## config.mk

```make
export PLATFORM = sky130hd
export DESIGN_NAME = lcd_cnt_ctrl
export DESIGN_NICKNAME = d
export VERILOG_FILES = /design/src/rtl/lcd_cnt_ctrl.sv
export SDC_FILE = /design/constraint.sdc
export NUM_CORES = 1
export LEC_CHECK = 0
export ABC_CLOCK_PERIOD_IN_PS = 6900
export CAP_MARGIN = 20
export CORE_ASPECT_RATIO = 0.9
export CORE_MARGIN = 1
export CORE_UTILIZATION = 40
export CTS_BUF_LIST = sky130_fd_sc_hd__clkbuf_4
export CTS_CLUSTER_SIZE = 12
export DETAILED_ROUTE_END_ITERATION = 8
export HOLD_SLACK_MARGIN = 0.05
export MAX_ROUTING_LAYER = met4
export PLACE_DENSITY = 0.57
export SYNTH_ARGS = -nofsm -noshare
export SYNTH_HDL_FRONTEND = slang
export SYNTH_SLANG_ARGS = --single-unit
```

## constraint.sdc

```tcl
create_clock -name clk -period 6.9 [get_ports clk]
set_clock_uncertainty 0.15 [all_clocks]
set_input_delay 1.38 -clock clk [delete_from_list [all_inputs] [get_ports clk]]
set_output_delay 1.38 -clock clk [all_outputs]
set_load 0.005 [all_outputs]
```

## src/rtl/lcd_cnt_ctrl.sv

```systemverilog
// lcd_cnt_ctrl: sequencer for a 3-digit dumb-LCD counter display.
// Holds a 000..999 BCD count with RUN / PAUSE / SET2 / SET1 / SET0 modes.
// Also provides leading-zero blanking, set-mode digit blink and the lcdcom
// AC drive.
//
// Ports:
//   clk       system clock, all logic on posedge
//   rst       synchronous reset, active-high
//   btn_mode  1-cycle pulse, advance mode
//   btn_inc   1-cycle pulse, single-step (PAUSE) or selected digit +1 (SET*)
//   clr       synchronous clear of the count, mode unchanged
//   lcdcom    LCD common electrode square wave
//   bcd2..0   hundreds / tens / units digit, 0..9
//   digit_on  per-digit visible mask {d2,d1,d0} (combinational from state)
//   mode      RUN=0 PAUSE=1 SET2=2 SET1=3 SET0=4
//   wrap      1-cycle pulse when the count rolls 999->000

module lcd_cnt_ctrl #(
    parameter int unsigned COM_DIV   = 78,
    parameter int unsigned STEP_DIV  = 2048,
    parameter int unsigned BLINK_DIV = 1024,
    parameter bit          LZB       = 1'b1
) (
    input  logic       clk,
    input  logic       rst,
    input  logic       btn_mode,
    input  logic       btn_inc,
    input  logic       clr,
    output logic       lcdcom,
    output logic [3:0] bcd2,
    output logic [3:0] bcd1,
    output logic [3:0] bcd0,
    output logic [2:0] digit_on,
    output logic [2:0] mode,
    output logic       wrap
);

    localparam int unsigned COM_W   = (COM_DIV   > 1) ? $clog2(COM_DIV)   : 1;
    localparam int unsigned STEP_W  = (STEP_DIV  > 1) ? $clog2(STEP_DIV)  : 1;
    localparam int unsigned BLINK_W = (BLINK_DIV > 1) ? $clog2(BLINK_DIV) : 1;

    typedef enum logic [2:0] {
        ST_RUN   = 3'd0,
        ST_PAUSE = 3'd1,
        ST_SET2  = 3'd2,
        ST_SET1  = 3'd3,
        ST_SET0  = 3'd4
    } mode_e;

    mode_e                state;
    mode_e                state_nxt;
    logic [COM_W-1:0]     com_cnt;
    logic [STEP_W-1:0]    step_cnt;
    logic [BLINK_W-1:0]   blink_cnt;
    logic                 blink_phase;

    logic                 in_set;
    logic                 nxt_in_set;
    logic                 step_tc;
    logic                 inc_ok;
    logic                 do_inc;
    logic                 set_inc;
    logic                 is_999;
    logic [3:0]           inc2, inc1, inc0;

    assign mode = state;

    // Wrap a single decimal digit 9->0 without carry.
    function automatic logic [3:0] digit_inc(input logic [3:0] d);
        return (d >= 4'd9) ? 4'd0 : d + 4'd1;
    endfunction

    // Next mode on btn_mode; any unreachable encoding falls back to RUN.
    always_comb begin
        state_nxt = ST_RUN;
        case (state)
            ST_RUN:   state_nxt = btn_mode ? ST_PAUSE : ST_RUN;
            ST_PAUSE: state_nxt = btn_mode ? ST_SET2  : ST_PAUSE;
            ST_SET2:  state_nxt = btn_mode ? ST_SET1  : ST_SET2;
            ST_SET1:  state_nxt = btn_mode ? ST_SET0  : ST_SET1;
            ST_SET0:  state_nxt = btn_mode ? ST_RUN   : ST_SET0;
            default:  state_nxt = ST_RUN;
        endcase
    end

    // Event qualification: clr beats btn_mode beats btn_inc / step.
    always_comb begin
        in_set     = (state == ST_SET2) || (state == ST_SET1) || (state == ST_SET0);
        nxt_in_set = (state_nxt == ST_SET2) || (state_nxt == ST_SET1) ||
                     (state_nxt == ST_SET0);
        step_tc    = (state == ST_RUN) && (step_cnt == STEP_W'(STEP_DIV - 1));
        inc_ok     = btn_inc && !clr && !btn_mode;
        do_inc     = (step_tc && !clr && !btn_mode) || ((state == ST_PAUSE) && inc_ok);
        set_inc    = in_set && inc_ok;
        is_999     = (bcd2 == 4'd9) && (bcd1 == 4'd9) && (bcd0 == 4'd9);
    end

    // Decimal ripple increment of the whole count.
    always_comb begin
        inc0 = bcd0 + 4'd1;
        inc1 = bcd1;
        inc2 = bcd2;
        if (bcd0 >= 4'd9) begin
            inc0 = 4'd0;
            inc1 = bcd1 + 4'd1;
            if (bcd1 >= 4'd9) begin
                inc1 = 4'd0;
                inc2 = digit_inc(bcd2);
            end
        end
    end

    // All sequential state.
    always_ff @(posedge clk) begin
        if (rst) begin
            com_cnt     <= '0;
            lcdcom      <= 1'b0;
            state       <= ST_RUN;
            step_cnt    <= '0;
            blink_cnt   <= '0;
            blink_phase <= 1'b0;
            bcd2        <= 4'd0;
            bcd1        <= 4'd0;
            bcd0        <= 4'd0;
            wrap        <= 1'b0;
        end else begin
            // lcdcom runs free of mode and clr.
            if (com_cnt == COM_W'(COM_DIV - 1)) begin
                com_cnt <= '0;
                lcdcom  <= ~lcdcom;
            end else begin
                com_cnt <= com_cnt + COM_W'(1);
            end

            state <= state_nxt;

            // Step prescaler only advances while staying in RUN.
            if ((state == ST_RUN) && (state_nxt == ST_RUN) && !clr && !step_tc) begin
                step_cnt <= step_cnt + STEP_W'(1);
            end else begin
                step_cnt <= '0;
            end

            // Blink restarts visible on any mode change or accepted digit edit.
            if (!nxt_in_set || btn_mode || set_inc) begin
                blink_cnt   <= '0;
                blink_phase <= 1'b0;
            end else if (blink_cnt == BLINK_W'(BLINK_DIV - 1)) begin
                blink_cnt   <= '0;
                blink_phase <= ~blink_phase;
            end else begin
                blink_cnt <= blink_cnt + BLINK_W'(1);
            end

            wrap <= do_inc && is_999;

            if (clr) begin
                bcd2 <= 4'd0;
                bcd1 <= 4'd0;
                bcd0 <= 4'd0;
            end else if (do_inc) begin
                bcd2 <= inc2;
                bcd1 <= inc1;
                bcd0 <= inc0;
            end else if (set_inc) begin
                case (state)
                    ST_SET2: bcd2 <= digit_inc(bcd2);
                    ST_SET1: bcd1 <= digit_inc(bcd1);
                    ST_SET0: bcd0 <= digit_inc(bcd0);
                    default: ;
                endcase
            end
        end
    end

    // Visible mask: blink the selected digit in SET*, else leading-zero blanking.
    always_comb begin
        digit_on = 3'b111;
        case (state)
            ST_SET2: digit_on[2] = ~blink_phase;
            ST_SET1: digit_on[1] = ~blink_phase;
            ST_SET0: digit_on[0] = ~blink_phase;
            default: begin
                if (LZB) begin
                    digit_on[2] = (bcd2 != 4'd0);
                    digit_on[1] = (bcd2 != 4'd0) || (bcd1 != 4'd0);
                end
            end
        endcase
    end

endmodule

```

======== After elaboration in Yosys (flattened, before gate mapping) ========
Index checks and enable logic that the tools add are counted.
storage, ports and cells
  bits in read-only memories .............. 0
  bits in latches ......................... 0
  register bits after elaboration ......... 46
  memories kept ........................... 0
  input bits .............................. 5
  bits in writable memories ............... 0
cells by class
  magnitude comparators ................... 3
  reductions and logical operators ........ 43
  divide/modulo/power cells ............... 0
  equality and inequality tests ........... 15
  muxes and demuxes ....................... 24
  $mul .................................... 0
  bitwise logic cells ..................... 3
  add/subtract/negate cells ............... 6
  shift operators ......................... 0
operators by type and width
  cell                                                              number
  4-bit two-way mux                                                 15
  3-bit case mux with 5 select lines                                1
  1-bit logical AND                                                 13
  4-bit by 1-bit adder with 4-bit output (second input constant)    3
  3-bit by 2-bit == test with 1-bit output (second input constant)  4
  4-bit == test (second input constant)                             3
  4-bit >= comparator (second input constant)                       3
  2-bit OR reduction                                                6
  11-bit by 1-bit adder with 11-bit output (second input constant)  1
  11-bit == test (second input constant)                            1
  10-bit by 1-bit adder with 10-bit output (second input constant)  1
  10-bit == test (second input constant)                            1
  1-bit logical OR                                                  8
  2-bit nonzero test                                                4
  4-bit nonzero test                                                2
  7-bit by 1-bit adder with 7-bit output (second input constant)    1
  7-bit == test (second input constant)                             1
  3-bit == test (second input constant)                             2
  3-bit logical NOT                                                 2
  3-bit two-way mux                                                 2
  1-bit logical NOT                                                 4
  2-bit by 1-bit != test with 1-bit output (second input constant)  2
  1-bit case mux with 2 select lines                                2
  4-bit AND reduction                                               1
  other kinds (7)                                                   11

======== Depth between registers and ports, before layout ========
  word-level depth ........................ 9
  gate-level depth with buffers ........... 8

======== Worst setup path before layout ========
No wires, ideal clock.
  path type ............................... input port to flip-flop
  start ................................... in btn_mode
  end ..................................... reg bcd2[3]
  stages .................................. 6
  arrival ................................. 2.904 ns
  path buffers ............................ 1
  library setup time ...................... 0.116 ns
  setup slack ............................. 3.730 ns
  data required time ...................... 6.634 ns
  cell sequence ........................... buf_6 or4_4 nor4_4 a2bb2oi_2 a31oi_1 a41o_1
between the ends
  cells in the longest elaborated chain, start to end .. 6
ends and longest elaborated chain
  what                                                                                             line    text
  from (decl)                                                                                      26      input logic btn_mode,
  1-bit logical NOT *                                                                              92, 93
  1-bit logical AND                                                                                92      inc_ok = btn_inc && !clr && !btn_mode;
  1-bit logical AND                                                                                93      do_inc = (step_tc && !clr && !btn_mode) || ((state == ST_PAUSE) && inc_ok);
  1-bit logical OR                                                                                 93
  2-bit by 1-bit != test with 1-bit output (no source line) or 2-bit nonzero test (tied branches)  -
  4-bit AND reduction (no source line)                                                             -
  to (signal assigned)                                                                             162     bcd2 <= inc2;
  to (signal assigned)                                                                             167     ST_SET2: bcd2 <= digit_inc(bcd2);
  to (decl)                                                                                        30      output logic [3:0] bcd2,
Every way passes the cells marked *; elsewhere a longest branch is shown, timed or not.
A chain may end at the register's enable or synchronous reset.

======== Worst setup path in the final report ========
  start ................................... reg state[2] (netlist: mode[2])
  end ..................................... out digit_on[1]
between the ends
  cells in the longest elaborated chain, start to end .. 3
ends and longest elaborated chain
  what                                                                       line  text
  from (decl)                                                                50    mode_e state;
  from (signal assigned)                                                     135   state <= state_nxt;
  3-bit by 2-bit == test with 1-bit output or 3-bit == test (tied branches)  179   case (state)
  2-bit OR reduction (no source line)                                        -
  1-bit case mux with 2 select lines *                                       179
  to (decl)                                                                  33    output logic [2:0] digit_on,
Marked as above.

==> results.sh <==
export IMPL_grt_pass1_vias=1770
export IMPL_synth_area_leaders="dfxtp_1, ha_1, nor2_1, xnor2_1, nand3_1"
export IMPL_final_core_util_pct=47.9
export IMPL_pwr_density_cell_nw_per_um2=159
export IMPL_root_buffer="clkbuf_4"
export IMPL_startpoint_type="register"
export IMPL_ys_top_cells_by_count="dfxtp_1, nor2_1, nand3_1"
export IMPL_fmax_mhz=251
export IMPL_ys_seq_elements=46
export IMPL_vdd_drop_max_uv=82.7
export IMPL_clock_power_share_pct=29.8
export IMPL_required_ps=5370
export IMPL_path_buf_inv=1
export IMPL_final_cell_count_no_fill=367
export IMPL_cp_arrival_ps=2450
export IMPL_endpoint_kind="output port"
export IMPL_tns_ps=0
export IMPL_num_rows=26
export IMPL_path_max_fanout=13
export IMPL_clockBufferDepth=2
export IMPL_whs_endpoint="step_cnt[0]"
export IMPL_cts_buffers_inserted=5
export IMPL_dp_cells=359
export IMPL_ios=25
export IMPL_drtPass1Iterations=6
export IMPL_cts_hold_buf=0
export IMPL_regToRegSetupSlack_ps=4610
export IMPL_yosys_cell_types_count=52
export IMPL_tightest_slew_ps=698
export IMPL_path_delay_family="simple AND/OR/NAND/NOR gates"
export IMPL_drv_cap=0
export IMPL_p_switching_mw=0.109
export IMPL_areaGrowthSynthToFinish_pct=13.4
export IMPL_hold_class="reg2reg"
export IMPL_synth_top_area_share_pct=37.9
export IMPL_hold_violations=0
export IMPL_globalplace_congestion=0.809
export IMPL_synth_most_common_cell="dfxtp_1"
export IMPL_syn_area_per_cell_um2=8.81
export IMPL_hold_depth=1
export IMPL_layout_drive_gt1_share_pct=8.42
export IMPL_clk_pin_slew_ps=130
export IMPL_cts_tree="built"
export IMPL_slew_viol_final=0
export IMPL_slowest_stage="dfxtp_1"
export IMPL_clkSinkCount=46
export IMPL_synth_top_area_cell="dfxtp_1"
export IMPL_netlist_instances=276
export IMPL_die_w_um=84.2
export IMPL_path_class="reg2out"
export IMPL_drtAntennaViolNets=0
export IMPL_violations="design-rule violations"
export IMPL_vias=1894
export IMPL_synthArstFlopShare_pct=0
export IMPL_num_antenna_cells=0
export IMPL_overflow=0
export IMPL_rr_startpoint="bcd1[1]"
export IMPL_nNetsFinal=316
export IMPL_grt_total_usage_pct=16.0
export IMPL_grt_max_degree=15
export IMPL_relSlewSlack_pct=53.3
export IMPL_period_share_pct=57.7
export IMPL_post_cts_buffers=0
export IMPL_fin_crit_ps=3980
export IMPL_p_int_mw=0.329
export IMPL_clkLatencyLatePin_ps=350
export IMPL_yosysSeqAreaShare_pct=37.9
export IMPL_worstHoldStart="step_cnt[0]"
export IMPL_dpl_hpwl_um=3440
export IMPL_cts_htree_levels=2
export IMPL_drt_wl_total_um=4650
export IMPL_wl_per_cell_um=12.7
export IMPL_p_leak_nw=0.954
export IMPL_start_util_pct=42.2
export IMPL_p_sw_share_pct=24.9
export IMPL_rr_endpoint="bcd2[3]"
export IMPL_postCtsResizedCells=0
export IMPL_viasPerCell=5.16
export IMPL_syn_num_nets=296
export IMPL_core_area_um2=5760
export IMPL_setup_viol=0
export IMPL_die_area_um2=6390
export IMPL_ys_flop_type="dfxtp_1"
export IMPL_synthesis_area_um2=2430
export IMPL_die_h_um=76.0
export IMPL_path_cells="nand2b_1, nand3_1, nor4b_1, a31oi_1, a2bb2oi_1, clkdlybuf4s50_1"
export IMPL_max_stage_delay_ps=600
export IMPL_power_frac_comb_pct=7.3
export IMPL_yosysWarnings=0
export IMPL_grt_pass1_wl_um=8150
export IMPL_rsz0062_at_grt="no"
export IMPL_synth_edff_count=0
export IMPL_status="complete, but fails checks"
export IMPL_io_buffer_count=24
export IMPL_route_detailed_drc=8
export IMPL_pwr_share_seq_pct=62.9
export IMPL_rr_worst_depth=7
export IMPL_first_iter_violations=113
export IMPL_antenna_found_initial=0
==> worst max path at each step <==
stage	end	from	cells past startpoint	slack, ps
after global placement	bcd2[3]	btn_mode	6	3200
final	digit_on[1]	mode[2]	6	2920
after detailed placement	bcd2[3]	btn_mode	6	3170
after floorplan	bcd2[3]	btn_mode	6	3730
after global routing	digit_on[1]	mode[2]	6	2590
after CTS	digit_on[1]	mode[2]	6	2860
==> through the flow <==
stage	hold WS [ps]	setup slack (ps)	power (mW)	instance area [um^2]
floorplan	276	3730	0.303	2430
global placement	295	3200	0.314	2700
detailed placement	300	3170	0.314	2700
CTS	332	2860	0.447	2760
global route	355	2590	0.463	2760
finish	326	2920	0.438	2760
==> final cells by class <==
cell class                      count  area [um^2]
Clock buffer                        6         45.0
Clock inverter                      2         13.8
Fill cell                         562         3000
Inverter                           13         48.8
Multi-Input combinational cell    206         1400
Sequential cell                    46          921
Tap cell                           70         87.6
Timing Repair Buffer               24          240
==> metal layers <==
layer / GRT usage (%) / share of wire, % / vias up / wire length (um)
met5: - / 0 / - / 0
met1: 20.9 / 51 / 856 / 2360
met2: 25.0 / 44 / 31 / 2060
met4: 4.48 / 1.1 / 0 / 52
li1: - / - / 1003 / -
met3: 3.59 / 3.9 / 4 / 182
==> worst reg2reg max path, stage by stage, from the launching register on <==
cell and delay, ps:
dfxtp_1 430, inv_1 100, ha_1 210, nand2b_1 150, o21ai_0 530, o21ai_0 360
a31oi_1 220, a41o_1 110
==> sequential cells by signal (all words and copies together), names as in the netlist, 3 cells and up <==
name,flops
bcd0,4
blink_cnt,10
step_cnt,11
bcd1,4
bcd2,4
mode,3
com_cnt,7
==> layout by cell type (no fill, tap or decap), drive strengths merged, types with 5 or more instances in the layout <==
cell	n
a21oi	9
and3	5
clkbuf	6
clkdlybuf4s50	24
dfxtp	46
ha	15
inv	13
nand2	13
nand2b	5
nand3	18
nand4	7
nand4b	5
nor2	42
nor3	8
o21ai	10
or2	5
xnor2	17
xor2	10
==> power by group through the flow <==
stage | logic, mW | registers [mW] | clock network, mW
after global routing | 0.0363 | 0.277 | 0.150
after CTS | 0.0325 | 0.276 | 0.139
after detailed placement | 0.0325 | 0.282 | 0
after floorplan | 0.0254 | 0.277 | 0
final | 0.0320 | 0.275 | 0.131
after global placement | 0.0324 | 0.281 | 0
==> cells by family after synthesis <==
logic type	count (synthesis)	synth area share, %
xor gates and xnor gates	27	9.73
AOI/OAI and AO/OA	36	11.3
DFF	46	37.9
and+or+nand+nor	128	28.9
adders and majority gates	15	7.72
buffers and inverters	24	4.48
(Power assumes the default switching activity.)
